--- config.mk ---
export PLATFORM = sky130hd
export DESIGN_NAME = fetch_pc_gen
export DESIGN_NICKNAME = d
export VERILOG_FILES = /design/src/rtl/rv32i_types.sv /design/src/rtl/fetch_pc_gen.sv
export SDC_FILE = /design/constraint.sdc
export NUM_CORES = 1
export LEC_CHECK = 0
export ABC_AREA = 1
export ABC_CLOCK_PERIOD_IN_PS = 21600
export BUFFER_PORTS_ARGS = -buffer_cell sky130_fd_sc_hd__buf_2
export CAP_MARGIN = 15
export CORE_ASPECT_RATIO = 1.5
export CORE_MARGIN = 2
export CORE_UTILIZATION = 40
export CTS_CLUSTER_DIAMETER = 40
export DETAILED_ROUTE_END_ITERATION = 16
export PLACE_DENSITY_LB_ADDON = 0.25
export SYNTH_ARGS = -nofsm -noshare
export SYNTH_HDL_FRONTEND = slang
export SYNTH_SLANG_ARGS = --single-unit
--- constraint.sdc ---
create_clock -name clk -period 21.6 [get_ports clk]
set_input_delay 1.08 -clock clk [delete_from_list [all_inputs] [get_ports clk]]
set_output_delay 1.08 -clock clk [all_outputs]
set_load 0.01 [all_outputs]
--- src/rtl/rv32i_types.sv ---
// Shared fetch-stage types: fetch FSM states, the IF/ID packet layout and the boot PC.
package rv32i_types;

    localparam logic [31:0] RESET_PC_DEFAULT = 32'h4000_0060;

    typedef enum logic [1:0] {
        FETCH = 2'd0,
        HOLD  = 2'd1,
        KILL  = 2'd2
    } fetch_state_e;

    typedef struct packed {
        logic [31:0] pc;
        logic [31:0] instr;
        logic [31:0] pred_target;
        logic        pred_taken;
    } fetch_pkt_t;

endpackage

--- src/rtl/fetch_pc_gen.sv ---
// Fetch PC generator: walks the BTB-predicted PC stream, issues icache reads and
// hands one packet at a time to IF/ID, with a one-entry buffer and redirect squash.
module fetch_pc_gen
    import rv32i_types::*;
#(
    parameter logic [31:0] RESET_PC = RESET_PC_DEFAULT
) (
    input  logic         clk,
    input  logic         rst,
    output logic [31:0]  br_pc,
    input  logic [31:0]  predict_target,
    input  logic         isMiss,
    input  logic         redirect,
    input  logic [31:0]  redirect_pc,
    input  logic         stall,
    output logic         imem_read,
    output logic [31:0]  imem_address,
    input  logic         imem_resp,
    input  logic [31:0]  imem_rdata,
    output logic         if_valid,
    output logic [31:0]  if_pc,
    output logic [31:0]  if_instr,
    output logic [31:0]  if_pred_target,
    output logic         if_pred_taken,
    output fetch_state_e state_dbg
);

    // Handshake: a packet moves to IF/ID on every cycle where if_valid=1 and stall=0.
    fetch_state_e state_q, state_n;
    logic [31:0]  pc_q, pc_n;
    logic [31:0]  kill_addr_q, kill_addr_n;
    logic         valid_q, valid_n;
    fetch_pkt_t   pkt_q, pkt_n;
    logic         buf_valid_q, buf_valid_n;
    fetch_pkt_t   buf_q, buf_n;
    fetch_pkt_t   resp_pkt;
    logic         transfer;

    assign transfer = valid_q && !stall;
    assign resp_pkt = '{pc: pc_q, instr: imem_rdata, pred_target: predict_target,
                        pred_taken: ~isMiss};

    always_ff @(posedge clk or posedge rst) begin
        if (rst) begin
            state_q     <= FETCH;
            pc_q        <= RESET_PC;
            kill_addr_q <= '0;
            valid_q     <= 1'b0;
            pkt_q       <= '0;
            buf_valid_q <= 1'b0;
            buf_q       <= '0;
        end else begin
            state_q     <= state_n;
            pc_q        <= pc_n;
            kill_addr_q <= kill_addr_n;
            valid_q     <= valid_n;
            pkt_q       <= pkt_n;
            buf_valid_q <= buf_valid_n;
            buf_q       <= buf_n;
        end
    end

    always_comb begin
        state_n     = state_q;
        pc_n        = pc_q;
        kill_addr_n = kill_addr_q;
        valid_n     = valid_q;
        pkt_n       = pkt_q;
        buf_valid_n = buf_valid_q;
        buf_n       = buf_q;

        if (redirect) begin
            pc_n        = redirect_pc;
            valid_n     = 1'b0;
            buf_valid_n = 1'b0;
            unique case (state_q)
                FETCH: begin
                    // No response yet: the icache still owes us data for the old address.
                    if (!imem_resp) begin
                        kill_addr_n = pc_q;
                        state_n     = KILL;
                    end
                end
                HOLD:    state_n = FETCH;
                KILL:    if (imem_resp) state_n = FETCH;
                default: state_n = FETCH;
            endcase
        end else begin
            if (transfer) valid_n = 1'b0;
            unique case (state_q)
                FETCH: begin
                    if (imem_resp) begin
                        pc_n = predict_target;
                        if (!valid_q || transfer) begin
                            pkt_n   = resp_pkt;
                            valid_n = 1'b1;
                        end else begin
                            buf_n       = resp_pkt;
                            buf_valid_n = 1'b1;
                            state_n     = HOLD;
                        end
                    end
                end
                HOLD: begin
                    if (transfer) begin
                        pkt_n       = buf_q;
                        valid_n     = 1'b1;
                        buf_valid_n = 1'b0;
                        state_n     = FETCH;
                    end
                end
                KILL:    if (imem_resp) state_n = FETCH;
                default: state_n = FETCH;
            endcase
        end
    end

    // Reset gates the read so an in-flight request is abandoned immediately.
    assign imem_read      = !rst && (state_q != HOLD);
    assign imem_address   = (state_q == KILL) ? kill_addr_q : pc_q;
    assign br_pc          = pc_q;
    assign if_valid       = valid_q;
    assign if_pc          = pkt_q.pc;
    assign if_instr       = pkt_q.instr;
    assign if_pred_target = pkt_q.pred_target;
    assign if_pred_taken  = pkt_q.pred_taken;
    assign state_dbg      = state_q;

endmodule

==> impl_metrics.json <==
{
  "routedWlPerCell_um": 17.2,
  "stdcell_area_mm2": 0.0152,
  "hold_slack_ns": 0.478,
  "placed_cell_area_mm2": 0.0141,
  "critical_path_arrival_ns": 2.43,
  "synthToLayoutAreaGrowth_pct": 19.3,
  "grt_max_degree": 131,
  "hpwl_mm": 24.9,
  "drv_cap": 0,
  "row_count": 80,
  "netlist_instances": 1669,
  "slew-limit-headroom": 0.324,
  "first_pass_iters": 5,
  "worst_r2r_endpoint": "if_pc[28]",
  "crit_type": "register to output pin",
  "cts_tree": "built",
  "pin_count": 267,
  "cts_resized": 0,
  "worst_ir_drop_vdd_v": 0.0000622,
  "grtUsageTotal": 0.235,
  "worstPathCellList": "inv_2 -> nand2_2 -> buf_4 -> nor2_1 -> a21oi_1 -> buf_2",
  "cp_slowest_cell": "dfrtp_1",
  "ant_nets": 0,
  "ys.warnings.count": 0,
  "synth.largest_area_cell": "dfrtp_1",
  "grt_pass1_wl_mm": 61.3,
  "hold_start": "buf_q[40]",
  "power.leakage_uw": 0.00850,
  "drt_iter0_drc": 597,
  "hold_class": "register to register",
  "status": "complete, no violations",
  "cellPowerDensity_mw_per_mm2": 130,
  "die_width_um": 150,
  "critPathCaptureType": "output pin",
  "h-tree-depth": 2,
  "min_path_cells": 2,
  "antenna_found_initial": 0,
  "worstMarginPinSlew_ns": 1.01,
  "max_stage_delay_ns": 0.57,
  "grt_pass1_vias": 10700,
  "stdcell_count": 2281,
  "min_period_ns": 3.51,
  "core_area_mm2": 0.0316,
  "start_kind": "register",
  "post_synth.cell_area_avg_um2": 7.65,
  "num-nets-final": 1949,
  "post_cts_buffers": 0,
  "worstRegToRegCells": 7,
  "required_ns": 20.52,
  "cts.sinks": 261,
  "io_buffers": 266,
  "path_clk_slew_ns": 0.06,
  "drc": 0,
  "utilization": 0.482,
  "syn-cell-area_mm2": 0.0128,
  "dpl.cell_count": 2218,
  "setup_tns_ns": 0,
  "gp_congestion": 0.841,
  "setup-violations-final": 0,
  "min_to": "buf_q[40]",
  "avgViaCountPerCell": 4.94,
  "ys_ff_latch": 261,
  "clock_latency_ns": 0.51,
  "drive_gt1_frac": 0.192,
  "totalWireLength_mm": 39.3,
  "overflow": 0,
  "dr_total_vias": 11300,
  "die_area_mm2": 0.0334,
  "ys_seq_area_frac": 0.512,
  "hold_violations": 0,
  "cts_buffers": 35,
  "yosysUniqueCellTypes": 21,
  "cts_root_buffer": "clkbuf_16",
  "slew_violations": 0,
  "path_max_fanout": 64,
  "rsz0062_at_grt": "false",
  "synth_top_area_share": 0.505,
  "skew_ns": 0.0187,
  "rr_startpoint": "if_valid",
  "insertedDiodeCount": 0,
  "chipHeight_um": 223,
  "clk_path_buf_depth": 3,
  "fmax_ghz": 0.285,
  "synth_area_leaders": "dfrtp_1 (51%), nand2_1 (20%), nand3_1 (6.9%)",
  "hold_buffers": 0,
  "initial_core_util": 0.404,
  "regToRegSetupSlack_ns": 18.62,
  "syn_nets": 1771,
  "finalCritPeriodShare": 0.163
}
cells in the mapped netlist, drive strengths merged:
cell type,n
nand2,671
dfrtp,258
nand3,175
inv,148
o21bai,97
o21ai,92
clkbuf,72
buf,70
nor2,43
a21oi,37
dfstp,3
nand3b,1
nand4,1
o211ai,1
state kept, by name, summed over array words and instances (netlist names):
name	cells
br_pc	32
buf_q	97
if_instr	32
if_pc	32
if_pred_taken	1
if_pred_target	32
if_valid	1
kill_addr_q	32
state_dbg	2
cells in the final DEF (no fill, tap or decap), types with 2 or more instances in the layout:
master / count
nand2_1: 667
buf_2: 266
dfrtp_1: 258
nand3_1: 175
inv_1: 142
o21bai_1: 97
o21ai_0: 90
nor2_1: 39
a21oi_1: 36
clkbuf_16: 35
buf_4: 15
inv_6: 6
inv_2: 5
clkbuf_1: 5
clkinv_4: 4
clkinv_2: 4
clkbuf_8: 4
dfstp_2: 3
nor2_2: 2
nor2_4: 2
o21ai_4: 2
nand2_4: 2
nand2_2: 2
bufinv_16: 2
buf_12: 2
layer usage:
layer | GRT usage | wire, µm | vias up | part of all wire
met4 | 0.0779 | 1200 | 0 | 0.031
met2 | 0.391 | 19300 | 378 | 0.49
met1 | 0.313 | 16600 | 5292 | 0.42
li1 | - | - | 5536 | -
met3 | 0.0333 | 2210 | 63 | 0.056
met5 | 0 | 0 | - | 0
report_power, final:
part | internal (µW) | switching, µW | leakage [µW]
logic | 236 | 369 | 0.00467
registers | 691 | 117 | 0.00327
clock network | 340 | 227 | 0.000554
cell type report:
cell class,instances,area [µm²]
Fill cell,3228,16400
Sequential cell,261,6540
Multi-Input combinational cell,1118,5020
Timing Repair Buffer,283,1480
Clock buffer,44,950
Inverter,148,563
Tap cell,410,513
Clock inverter,17,175
through the flow:
| stage | power [µW] | setup slack, ns |
|---|---|---|
| after floorplan | 1190 | 13.34 |
| after global placement | 1410 | 17.78 |
| after detailed placement | 1420 | 17.77 |
| after CTS | 2000 | 18.02 |
| after global routing | 2120 | 17.92 |
| final | 1980 | 18.09 |
worst max-delay path: cells and delay by family, from the launching register on:
family / cells / cell delay (ns)
buffers and inverters: 3 / 0.88
flip-flops: 1 / 0.57
AO/OA/AOI/OAI: 1 / 0.31
AND/OR/NAND/NOR: 2 / 0.16
logic make-up after synthesis:
logic type,share of synthesized area
AO/OA/AOI/OAI,0.109
buffers and inverters,0.0988
flip-flops,0.512
AND/OR/NAND/NOR,0.281
worst max-delay path by stage:
stage | start | to | slack (ns)
after global routing | state_dbg[0] | imem_address[30] | 17.92
final | state_dbg[0] | imem_address[30] | 18.09
after detailed placement | stall | if_pc[28] | 17.77
after global placement | stall | if_pc[28] | 17.78
after CTS | state_dbg[0] | imem_address[30] | 18.02
after floorplan | rst | br_pc[0] | 13.34
Note: power is estimated with default switching activity, not from simulation.
